## config.mk

```make
export PLATFORM = sky130hd
export DESIGN_NAME = run_network
export DESIGN_NICKNAME = d
export VERILOG_FILES = /design/src/rtl/snn_pkg.sv /design/src/rtl/snn_weighted_sum.sv /design/src/rtl/run_network.sv
export SDC_FILE = /design/constraint.sdc
export NUM_CORES = 1
export LEC_CHECK = 0
export ABC_AREA = 1
export BUFFER_PORTS_ARGS = -buffer_cell sky130_fd_sc_hd__buf_2
export CAP_MARGIN = 10
export CORE_MARGIN = 1
export CORE_UTILIZATION = 40
export DETAILED_ROUTE_END_ITERATION = 12
export GPL_TIMING_DRIVEN = 0
export HOLD_SLACK_MARGIN = 0.15
export PLACE_DENSITY = 0.64
export SLEW_MARGIN = 20
export SYNTH_ARGS = -nofsm -noshare
export SYNTH_HDL_FRONTEND = slang
export SYNTH_SLANG_ARGS = --single-unit
```

## constraint.sdc

```tcl
create_clock -name clk -period 4.3 [get_ports clk]
set_clock_uncertainty 0.15 [all_clocks]
set_input_delay 0.645 -clock clk [delete_from_list [all_inputs] [get_ports clk]]
set_output_delay 0.645 -clock clk [all_outputs]
set_load 0.01 [all_outputs]
```

## src/rtl/snn_pkg.sv

```systemverilog
// Shared definitions for the spiking perceptron.
//   - state_t           : sample FSM states
//   - NEU_*             : neuron_out encodings (bit1 positive, bit0 negative)
//   - balance_width()   : membrane balance width for a given weight width
//   - delta_width()     : signed width of one column's weighted sum
//   - sat_max/sat_min() : saturation bounds of the balance
//   - offset_to_signed(): offset-binary weight (zero = 2^width) to signed int
package snn_pkg;

   typedef enum logic {
      IDLE = 1'b0,
      RUN  = 1'b1
   } state_t;

   localparam logic [1:0] NEU_NONE = 2'b00;
   localparam logic [1:0] NEU_NEG  = 2'b01;
   localparam logic [1:0] NEU_POS  = 2'b10;

   function automatic int balance_width(input int width);
      return width + 3;
   endfunction

   // One weight is width+1 bits signed; summing height of them needs
   // clog2(height) more bits.
   function automatic int delta_width(input int width, input int height);
      return width + 2 + $clog2(height);
   endfunction

   function automatic int sat_max(input int width);
      return (1 << (width + 2)) - 1;
   endfunction

   function automatic int sat_min(input int width);
      return -(1 << (width + 2));
   endfunction

   function automatic int offset_to_signed(input int raw, input int width);
      return raw - (1 << width);
   endfunction

endpackage

```

## src/rtl/snn_weighted_sum.sv

```systemverilog
// Combinational signed sum of the weights of the active pixels.
//   pixels : HEIGHT-bit column, pixels[i] selects WEIGHTS[i]
//   delta  : signed sum, delta_width(WIDTH, HEIGHT) bits
module snn_weighted_sum
   import snn_pkg::*;
#(
   parameter int WIDTH  = 8,
   parameter int HEIGHT = 7,
   parameter logic [WIDTH:0] WEIGHTS [HEIGHT] = '{default: (WIDTH+1)'(1 << WIDTH)}
) (
   input  logic [HEIGHT-1:0]                          pixels,
   output logic signed [delta_width(WIDTH, HEIGHT)-1:0] delta
);

   localparam int DW = delta_width(WIDTH, HEIGHT);

   // Weights are parameters, so each signed term folds to a constant.
   always_comb begin
      delta = '0;
      for (int i = 0; i < HEIGHT; i++) begin
         if (pixels[i]) begin
            delta = delta + DW'(offset_to_signed(int'(WEIGHTS[i]), WIDTH));
         end
      end
   end

endmodule

```

## src/rtl/run_network.sv

```systemverilog
// Single neuron-pair spiking perceptron.
//   clk         : rising-edge clock
//   rst_n       : synchronous active-low reset
//   start       : pulse, clears balance and begins a sample
//   pixels      : current pixel column, 1 = active
//   neuron_out  : registered spikes, bit1 positive, bit0 negative
//   balance_out : registered signed membrane balance (WIDTH+3 bits)
//
// state | meaning
// ------+---------------------------------------------------------------
// IDLE  | waiting for start; balance held, no spikes, pixels ignored
// RUN   | accumulating one column per edge, spiking on threshold crossing
module run_network
   import snn_pkg::*;
#(
   parameter int WIDTH     = 8,
   parameter int HEIGHT    = 7,
   parameter logic [WIDTH:0] WEIGHTS [HEIGHT] = '{default: (WIDTH+1)'(1 << WIDTH)},
   parameter int THRESHOLD = 256
) (
   input  logic                             clk,
   input  logic                             rst_n,
   input  logic                             start,
   input  logic [HEIGHT-1:0]                pixels,
   output logic [1:0]                       neuron_out,
   output logic [balance_width(WIDTH)-1:0]  balance_out
);

   localparam int BW = balance_width(WIDTH);
   localparam int DW = delta_width(WIDTH, HEIGHT);
   // One extra bit over the wider operand so balance + delta never wraps
   // before saturation is applied.
   localparam int AW = ((DW > BW) ? DW : BW) + 1;

   localparam logic signed [AW-1:0] SAT_HI  = AW'(sat_max(WIDTH));
   localparam logic signed [AW-1:0] SAT_LO  = AW'(sat_min(WIDTH));
   localparam logic signed [AW-1:0] THR_POS = AW'(THRESHOLD);
   localparam logic signed [AW-1:0] THR_NEG = AW'(-THRESHOLD);

   state_t                  state_q;
   state_t                  state_d;
   logic [BW-1:0]           bal_d;
   logic [1:0]              neu_d;
   logic signed [DW-1:0]    delta;
   logic signed [AW-1:0]    acc_raw;
   logic signed [AW-1:0]    acc_sat;

   snn_weighted_sum #(
      .WIDTH   (WIDTH),
      .HEIGHT  (HEIGHT),
      .WEIGHTS (WEIGHTS)
   ) u_sum (
      .pixels (pixels),
      .delta  (delta)
   );

   always_comb begin
      acc_raw = AW'($signed(balance_out)) + AW'(delta);
      if (acc_raw > SAT_HI) begin
         acc_sat = SAT_HI;
      end else if (acc_raw < SAT_LO) begin
         acc_sat = SAT_LO;
      end else begin
         acc_sat = acc_raw;
      end
   end

   always_comb begin
      state_d = state_q;
      bal_d   = balance_out;
      neu_d   = NEU_NONE;
      case (state_q)
         IDLE: begin
            if (start) begin
               bal_d   = '0;
               state_d = RUN;
            end
         end
         RUN: begin
            if (start) begin
               bal_d = '0;
            end else if (acc_sat >= THR_POS) begin
               bal_d = BW'(acc_sat - THR_POS);
               neu_d = NEU_POS;
            end else if (acc_sat <= THR_NEG) begin
               bal_d = BW'(acc_sat - THR_NEG);
               neu_d = NEU_NEG;
            end else begin
               bal_d = BW'(acc_sat);
            end
         end
         default: begin
            state_d = IDLE;
         end
      endcase
   end

   always_ff @(posedge clk) begin
      if (!rst_n) begin
         state_q     <= IDLE;
         balance_out <= '0;
         neuron_out  <= NEU_NONE;
      end else begin
         state_q     <= state_d;
         balance_out <= bal_d;
         neuron_out  <= neu_d;
      end
   end

endmodule

```

---- After elaboration in Yosys (flattened, before gate mapping) ----
Index checks and enable logic that the tools add are counted.
W data, S select, Z words.
word-level totals
  flip-flop bits (word level) ............. 14
  latch bits .............................. 0
  bits in writable memories ............... 0
  bits in read-only memories .............. 0
  input port bits ......................... 10
  output and inout port bits .............. 13
  logic and storage cells ................. 26
  memories ................................ 0
cells by class
  add/sub/neg operators ................... 2
  multiply operators ...................... 0
  divide/modulo/power cells ............... 0
  $lt $le $gt $ge ......................... 4
  equality and inequality tests ........... 1
  shifts and indexed selects .............. 0
  muxes and demuxes ....................... 11
  bitwise operators ....................... 2
  reductions and logical operators ........ 2
operators with widths
  kind                      count
  $mux W11                  4
  $mux W14                  2
  $pmux W11 S2              1
  $ge A14 B10 Y1 const B    1
  $le A14 B9 Y1 const B     1
  $gt A11 B11 Y1 const B    1
  $lt A11 B11 Y1 const B    1
  $sub A11 B10 Y11 const B  1
  $sub A11 B9 Y11 const B   1
  $reduce_or A4 Y1          1
  $mux W1                   3
  $reduce_or A3 Y1          1
  $mux W2                   1
  $ne A2 B2 Y1 const B      1
  $not A1 Y1                2

---- Logic depth before layout (Yosys ltp) ----
Gate-level depths: netlist of the first run.
  word-level depth ........................ 8
  gate-level depth with buffers ........... 11
  mapped depth without buffers ............ 11

---- Cells and area by module ----
From an unflattened synthesis of the first run, not the netlist that was laid out.
unflattened totals
  cell total of the unflattened synthesis .. 266
  area total of the unflattened synthesis .. 1667.8 sq um
by module, submodules not included
  module            instances  cells each  area each (sq um)  sequential area each (sq um)
  run_network       1          252         1566.5             280.3
  snn_weighted_sum  1          14          101.3              0.0

---- Worst setup path after synthesis of the first run ----
Ideal clock, no wire load.
  path type ............................... register -> register
  start ................................... register balance_out[8]
  end ..................................... register balance_out[10]
  library setup time ...................... 0.118 ns
  data arrival time ....................... 1.350 ns
  required time ........................... 4.032 ns
  path slack .............................. 2.683 ns
  cell stages (with the launch flop) ...... 10
  path buffers ............................ 1
  period minus slack after synthesis ...... 1.617 ns
  cell sequence ........................... dfxtp_1 clkbuf_1 ha_1 ha_1 nand3_1 nor2_1 nor2_2 nand2_4 o21ai_1 a21oi_2
on the way
  word-level cells in the longest chain between the ends .. 8
  elaborated cells on any way between the ends .. 12
  classes of those cells .................. add/sub: 2; order compare: 4; mux: 6
RTL lines
  item                                                     RTL line                              source
  start: declaration                                       run_network.sv:26                     output logic [balance_width(WIDTH)-1:0] balance_out
  start signal: assignment                                 run_network.sv:105                    balance_out <= bal_d;
  $lt A11 B11 Y1                                           run_network.sv:61                     end else if (acc_raw < SAT_LO) begin
  $mux W14                                                 run_network.sv:61
  $mux W14 (*)                                             run_network.sv:59                     if (acc_raw > SAT_HI) begin
  $le A14 B9 Y1 / $sub A11 B9 Y11 (equally long branches)  run_network.sv:85, run_network.sv:86
  $mux W11                                                 run_network.sv:85                     end else if (acc_sat <= THR_NEG) begin
  $mux W11 (*)                                             run_network.sv:82                     end else if (acc_sat >= THR_POS) begin
  $mux W11 (*)                                             run_network.sv:80                     if (start) begin
  $pmux W11 S2 (*)                                         run_network.sv:72                     case (state_q)
Mark *: on every way between the ends. The rest lies on a longest branch, timed or not.
A chain may end at the register's enable or synchronous reset.

---- Worst setup path after layout of the first run ----
  start ................................... register balance_out[10]
  end ..................................... output port balance_out[10]
No word-level cell between the ends.

==> results.yml, run 1 <==
global_route:
  overflow: 0
  antenna_found_initial: 0
  grt_max_degree: 11
  grt_pass1_vias: 462
  grt_first_pass_wirelength_mm: 1.88
  grt_usage: 0.139
final_layout:
  nets: 124
  mostFrequentLayoutCell: "nor2_1"
  instances_no_fill: 122
  fillers: 162
  diodes: 0
  multi_input_area_um2: 337
  drive_above_1_share: 0.255
  mostFrequentLayoutCells: "nor2_1 (17), nand2_1 (15), buf_2 (15), dfxtp_1 (14), inv_1 (10)"
  seqCellArea_um2: 280
  area_growth_pct: 17.3
critical_path:
  r2r_start: "balance_out[8]"
  cp.required_ns: 3.50
  worstPathArrival_ns: 0.89
  crit_type: "flip-flop to primary output"
  crit_chain: "buf_2"
  cpPeakStageDelay_ns: 0.44
  path_delay_family: "flip-flops"
  worst-path-buf-inv: 1
  startpoint: "balance_out[10]"
  crit_path_top_delay_cell: "dfxtp_1"
  path_max_fanout: 7
  start_kind: "flip-flop"
  end_kind: "primary output"
synth:
  yosys_warnings: 0
  syn_area_um2: 678
  synth.area.top_cells: "dfxtp_1 (41%), ha_1 (11%), nor2_1 (9.4%)"
  synth_top_area_cell: "dfxtp_1"
  ys_types: 20
  ys_seq_elements: 14
  yosysSeqAreaShare: 0.413
  synthCells: 88
  syn-num-nets: 104
  avgSynthCellArea_um2: 7.71
  synth_top_area_share: 0.413
die:
  start_util: 0.440
  io_pins: 23
  die_area_um2: 1860
  core-area_um2: 1540
  fp.dieW_um: 43.2
  die_h_um: 43.2
  num_rows: 14
route:
  dr.first_iter.drc_count: 18
  drt-wirelength-per-cell_um: 9.33
  viasPerCell: 4.66
  drt_first_pass_iters: 4
  drc: 0
  via_count: 569
  detail_route.wirelength_mm: 1.14
  final_antenna_net_count: 0
power_and_ir_drop:
  ir_drop_mv: 0.189
  power.total_w: 0.000209
  power.leakage_nw: 0.402
  cellPowerDensity_nw_per_um2: 262
timing:
  fin_crit_ns: 1.69
  timing.final.crit_share: 0.393
  timing.fmax_ghz: 0.592
  slew_viol_final: 0
  hold_viol_final: 0
  slew_headroom: 0.838
  setup_viol: 0
  tightest_slew_ns: 0.241
  rsz0062_at_grt: "no"
  tns_ns: 0
status:
  status: "finished, final reports clean"
place:
  portBuffers: 15
  gp_congestion: 0.740
  placed_cells: 119
  dp_hpwl_um: 908
clock_network:
  cts_resized: 0
  postCtsHoldBufs: 0
  cts_buffers: 3
  post_cts_buffers: 0
  clockBufferDepth: 2
  tritoncts: "done"
  clock-root-buffer: "clkbuf_4"
  path_clk_slew_ns: 0.07
  clock_latency_ns: 0.27
  cts_num_sinks: 14
  h-tree-depth: 1
hold_path:
  hp-start: "balance_out[5]"
  hold_path_class: "flip-flop to flip-flop"
flow_run:
  drv_cap: 0
==> path summary, 6_finish.rpt <==
kind,endpoint,slack (ns),cells past startpoint
worst max-delay path,balance_out[10],2.61,1
worst min-delay path,balance_out[5],0.30,2
worst max register to register,balance_out[10],2.62,9
worst min register to register,balance_out[5],0.30,2
==> synth_stat cells <==
master,n
a21oi_1,4
clkinv_1,1
inv_1,10
nand2_1,15
nor2_1,17
dlygate4sd1_1,1
nor4_1,1
nand2_4,1
a21oi_2,1
nor2_4,1
nand3_1,3
clkbuf_1,2
ha_1,6
nand3_2,2
nor2_2,3
nor3_1,1
o21bai_1,2
dfxtp_1,14
inv_2,1
o21ai_1,2
==> state kept, by name, summed over array words and instances, names as in the netlist <==
register     count
neuron_out       2
state_q          1
balance_out     11
==> per-stage QoR <==
| stage | setup slack (ns) | area (µm²) | hold WS (ns) | util |
|---|---|---|---|---|
| after detailed placement | 2.62 | 773 | 0.291 | 0.502 |
| after floorplan | 2.68 | 678 | 0.326 | - |
| after global routing | 2.49 | 796 | 0.325 | 0.516 |
| after CTS | 2.60 | 796 | 0.305 | 0.516 |
| after global placement | 2.64 | 773 | 0.288 | 0.502 |
| final | 2.61 | 796 | 0.301 | 0.516 |
==> final cells by class <==
class                      count  share of cell area
multi-input combinational     59               0.423
sequential                    14               0.352
timing repair buffer          15              0.0943
inverter                      12              0.0566
clock buffer                   3              0.0283
tap                           16              0.0252
buffer                         3              0.0204
==> cells by family after synthesis <==
group / count (synthesis) / synth area share
and+or+nand+nor: 44 / 0.306
adders and majority gates: 6 / 0.111
buffers and inverters: 15 / 0.0904
DFF: 14 / 0.413
AOI/OAI and AO/OA: 9 / 0.0793
==> metal layers <==
layer | track usage | vias up | share of wire
met2 | 0.209 | 14 | 0.43
met5 | 0 | - | 0
met4 | 0.0545 | 0 | 0.0053
met1 | 0.165 | 245 | 0.51
li1 | - | 308 | -
met3 | 0.0766 | 2 | 0.060
==> power by group <==
part           internal [W]  switching, W
clock network     0.0000324     0.0000373
registers          0.000130   0.000000903
logic            0.00000219    0.00000581
total              0.000165     0.0000440
(Power assumes the default switching activity.)
==> inputs of run 2 (changes only) <==
Clock period 4.3 ns to 1.7 ns, I/O delays scaled along.
==> run 2 against run 1 <==
Compared with the run above: largest cell class unchanged; non-clock buffer count rose by 3; hold slack improved by 0.00069 ns; die area did not move; register-to-register slack got worse by 2.6 ns; sequential power rose to 2.5 times the previous value; cell count rose by 2.5%; worst setup slack got worse by 2.6 ns; first-iteration DRC count fell by 33%; routed wire length rose by 7.6%; design area rose by 8.3%.
==> results.yml, run 2 (synthesis results as in run 1) <==
route:
  viasPerCell: 4.80
  final_antenna_net_count: 0
  drt-wirelength-per-cell_um: 9.79
  detail_route.wirelength_mm: 1.22
  drt_first_pass_iters: 4
  via_count: 600
  drc: 0
  dr.first_iter.drc_count: 12
final_layout:
  finalCoreUtilization: 0.559
  top_register: "balance_out"
  drive_above_1_share: 0.349
  reg_top3: "balance_out x11, neuron_out x2, state_q x1"
  area_growth_pct: 27.1
  mostFrequentLayoutCell: "nor2_1"
  diodes: 0
  largest_register_ff_count: 11
  nets: 127
  mostFrequentLayoutCells: "nor2_1 (17), nand2_1 (15), buf_2 (15), dfxtp_1 (11), inv_1 (10)"
clock_network:
  cts_num_sinks: 14
  tritoncts: "done"
  cts_buffers: 3
  clock-root-buffer: "clkbuf_4"
  clock_latency_ns: 0.27
  clockBufferDepth: 2
  path_clk_slew_ns: 0.07
  h-tree-depth: 1
power_and_ir_drop:
  swShare: 0.212
  seqPwrFrac: 0.622
  ir_drop_mv: 0.478
  switching_power_w: 0.000112
  p_int_w: 0.000418
  combPwrFrac: 0.046
  clkPwrFrac: 0.332
  cellPowerDensity_nw_per_um2: 616
  power.leakage_nw: 0.416
timing:
  hold_ws_ns: 0.302
  fin_crit_ns: 1.65
  tns_ns: 0
  setup_viol: 0
  slew_headroom: 0.838
  hold_viol_final: 0
  timing.fmax_ghz: 0.608
  tightest_slew_ns: 0.242
  timing.final.crit_share: 0.968
  slew_viol_final: 0
critical_path:
  rr_endpoint: "balance_out[8]"
  crit_type: "flip-flop to flip-flop"
  crit_chain: "clkbuf_2, ha_4, ha_2, nand3_2, nor2_1, nor2_2, nand2_4, a21oi_2, nor2_1"
  cpPeakStageDelay_ns: 0.36
  r2r_start: "balance_out[8]"
  critPathMostFrequentCell: "nor2_1"
  worst-path-buf-inv: 1
  crit_path_top_delay_cell: "dfxtp_4"
  path_delay_family: "simple AND/OR/NAND/NOR gates"
  startpoint: "balance_out[8]"
  rrSetupSlack_ns: 0.05
  start_kind: "flip-flop"
  cp.required_ns: 1.72
  path_max_fanout: 5
  rr_worst_depth: 9
  end_kind: "flip-flop"
  worstPathArrival_ns: 1.66
die:
  core-area_um2: 1540
  io_pins: 23
  die_h_um: 43.2
  num_rows: 14
  start_util: 0.440
  die_area_um2: 1860
  fp.dieW_um: 43.2
global_route:
  grt_max_degree: 11
  grt_usage: 0.139
  grt_pass1_vias: 462
  grt_first_pass_wirelength_mm: 1.88
  overflow: 0
  antenna_found_initial: 0
hold_path:
  holdPathEnd: "balance_out[5]"
  hold_path_class: "flip-flop to flip-flop"
  whs_path_depth: 2
  hp-start: "balance_out[5]"
status:
  status: "finished, final reports clean"
flow_run:
  drv_cap: 0
place:
  dp_hpwl_um: 908
  gp_congestion: 0.740
  portBuffers: 15
[run 2: cell count changes in the layout (fill, tap and decap cells not counted), moves of 2 or more]
cell           change
o21ai_2            +2
dfxtp_2            +2
ha_1               -2
dlygate4sd3_1      +2
dfxtp_1            -3
o21ai_1            -2
[run 2: routing by layer]
metal	global-route usage	share of wire
met1	0.165	0.48
met5	0	0
met2	0.209	0.46
met3	0.0766	0.057
met4	0.0545	0
[run 2: through the flow]
step	total power, W	setup WS [ns]	cells	cell area [µm²]
after detailed placement	0.000360	0.0231	119	773
after global placement	0.000359	0.0360	119	773
after floorplan	0.000352	0.0827	88	678
after CTS	0.000544	0.00194	124	816
final	0.000531	0.0549	125	862
after global routing	0.000561	-0.0259	125	862
[run 2: layout make-up]
cell class              instances  area (µm²)
clock buffers                   3        22.5
flip-flops and latches         14         287
fillers                       158         679
inverters                      12        45.0
plain buffers                   3        17.5
repair buffers                 18         103
well taps                      16        20.0
multi-input cells              59         368
[run 2: timing repair]
item                       in CTS  in global routing
hold endpoints to repair        7                  0
gates resized for setup         0                 12
setup endpoints to repair       0                  4
hold buffers                    2                  0
setup buffers                   0                  1
[run 2: worst max path at each step]
stage,endpoint,slack [ns],cells after the start
floorplan,balance_out[10],0.08,9
global placement,balance_out[10],0.04,9
detailed placement,balance_out[10],0.02,9
CTS,balance_out[10],0.002,9
global route,balance_out[8],-0.03,11
finish,balance_out[8],0.05,9
[run 2: power by group through the flow]
stage | clock [W] | combinational (W) | sequential [W]
2_1_floorplan | 0 | 0.0000129 | 0.000339
3_3_place_gp | 0 | 0.0000198 | 0.000339
3_5_place_dp | 0 | 0.0000202 | 0.000339
4_1_cts | 0.000189 | 0.0000235 | 0.000331
5_1_grt | 0.000204 | 0.0000268 | 0.000331
6_report | 0.000176 | 0.0000244 | 0.000330
[run 2: worst min-delay path, delay by kind of cell, from the launching register on]
kind	cells	cell delay, ns
simple gates	2	0.09
flops	1	0.32
==> inputs of run 3 (changes only) <==
Settings changed: CORE_UTILIZATION 40 to 47, PLACE_DENSITY 0.64 to 0.73, SKIP_CTS_REPAIR_TIMING set to 1.
==> run 3 against run 2 <==
Compared with the run above: sequential power about the same; via count up 2.3%; clock power up 40%; combinational power up 6%; largest cell class unchanged.
==> results.yml, run 3 (synthesis results as in run 1) <==
timing:
  tightest_slew_ns: 0.289
  hold_ws_ns: 0.303
  slew_headroom: 0.806
  timing.final.crit_share: 0.960
  rsz0062_at_grt: "yes"
  timing.fmax_ghz: 0.613
  slew_viol_final: 0
  hold_viol_final: 0
  fin_crit_ns: 1.63
  setup_viol: 0
final_layout:
  top_register: "balance_out"
  reg_top3: "balance_out x11, neuron_out x2, state_q x1"
  drive_above_1_share: 0.378
  diodes: 0
  fillers: 106
  seqCellArea_um2: 292
  multi_input_area_um2: 375
  nets: 128
  stdcell_area_um2: 897
  finalCoreUtilization: 0.681
  mostFrequentLayoutCell: "nor2_1"
  mostFrequentLayoutCells: "nor2_1 (17), nand2_1 (15), buf_2 (15), dfxtp_1 (11), inv_1 (10)"
  area_growth_pct: 32.3
  instances_no_fill: 126
  largest_register_ff_count: 11
route:
  dr.first_iter.drc_count: 11
  drt-wirelength-per-cell_um: 11.4
  viasPerCell: 4.87
  drc: 0
  detail_route.wirelength_mm: 1.44
  via_count: 614
  drt_first_pass_iters: 4
  final_antenna_net_count: 0
flow_run:
  drv_cap: 0
global_route:
  met2_usage: 0.310
  grt_pass1_vias: 489
  overflow: 0
  grt_first_pass_wirelength_mm: 1.99
  grt_max_degree: 11
  grt_usage: 0.196
  antenna_found_initial: 0
  use_met1: 0.231
  grt_util_met3: 0.0500
  grt_busiest_layer: "met2"
critical_path:
  end_kind: "flip-flop"
  start_kind: "flip-flop"
  cp.required_ns: 1.77
  crit_chain: "inv_1, ha_1, inv_1, ha_1, o21bai_2, a21oi_1, nand2_1, a21oi_2"
  worst-path-buf-inv: 2
  cpPeakStageDelay_ns: 0.35
  path_delay_family: "compound AO/OA/AOI/OAI gates"
  path_max_fanout: 3
  crit_type: "flip-flop to flip-flop"
  crit_path_top_delay_cell: "dfxtp_4"
  worstPathArrival_ns: 1.70
place:
  placed_cells: 118
  gp_congestion: 0.746
  portBuffers: 15
  dp_hpwl_um: 941
  placed_cell_area_um2: 772
clock_network:
  clock_latency_ns: 0.28
  cts_buffers: 3
  clockBufferDepth: 2
  h-tree-depth: 1
  tritoncts: "done"
  path_clk_slew_ns: 0.09
  cts_num_sinks: 14
  clock-root-buffer: "clkbuf_4"
power_and_ir_drop:
  p_int_w: 0.000464
  power.total_w: 0.000599
  power.leakage_nw: 0.435
  swShare: 0.226
  combPwrFrac: 0.043
  seqPwrFrac: 0.547
  cellPowerDensity_nw_per_um2: 668
  switching_power_w: 0.000135
  ir_drop_mv: 0.482
  clkPwrFrac: 0.410
die:
  die_area_um2: 1600
  die_h_um: 40.0
  num_rows: 13
  start_util: 0.515
  core-area_um2: 1320
  fp.dieW_um: 40.0
  io_pins: 23
hold_path:
  hold_path_class: "flip-flop to flip-flop"
status:
  status: "finished, final reports clean"
-- run 3: worst register-to-register path, stage by stage (launching register included) --
cell	delay, ns
dfxtp_4	0.35
inv_1	0.07
ha_1	0.15
inv_1	0.04
ha_1	0.21
o21bai_2	0.23
a21oi_1	0.16
nand2_1	0.10
a21oi_2	0.11
-- run 3: cell type report --
cell class | instances | share of cell area
well taps | 15 | 0.0209
inverters | 12 | 0.0502
clock buffers | 4 | 0.0404
flip-flops and latches | 14 | 0.325
multi-input cells | 59 | 0.418
plain buffers | 2 | 0.0139
repair buffers | 20 | 0.131
-- run 3: worst paths after layout --
path                                      from         endpoint  slack, ns  cells past startpoint
worst max-delay path            balance_out[9]  balance_out[10]       0.07                      8
worst min register to register  balance_out[4]   balance_out[4]       0.30                      2
worst min-delay path            balance_out[4]   balance_out[4]       0.30                      2
worst max register to register  balance_out[9]  balance_out[10]       0.07                      8
-- run 3: per-layer routing --
metal | vias up | share of wire | wire, µm
li1 | 316 | - | -
met4 | 0 | 0.022 | 31
met3 | 4 | 0.034 | 49
met2 | 12 | 0.50 | 724
met1 | 282 | 0.44 | 630
met5 | - | 0 | 0
-- run 3: power by group through the flow --
| stage | clock network [W] | registers, W | logic, W |
|---|---|---|---|
| 4_1_cts | 0.000250 | 0.000332 | 0.0000201 |
| 6_report | 0.000246 | 0.000328 | 0.0000259 |
| 2_1_floorplan | 0 | 0.000339 | 0.0000129 |
| 5_1_grt | 0.000265 | 0.000328 | 0.0000283 |
| 3_5_place_dp | 0 | 0.000339 | 0.0000200 |
| 3_3_place_gp | 0 | 0.000339 | 0.0000195 |
-- run 3: per-stage QoR --
stage / setup slack [ns] / setup TNS [ns]
detailed placement: 0.0140 / 0
finish: 0.0681 / 0
floorplan: 0.0827 / 0
global route: -0.0176 / -0.0289
global placement: 0.0390 / 0
CTS: -0.0602 / -0.165
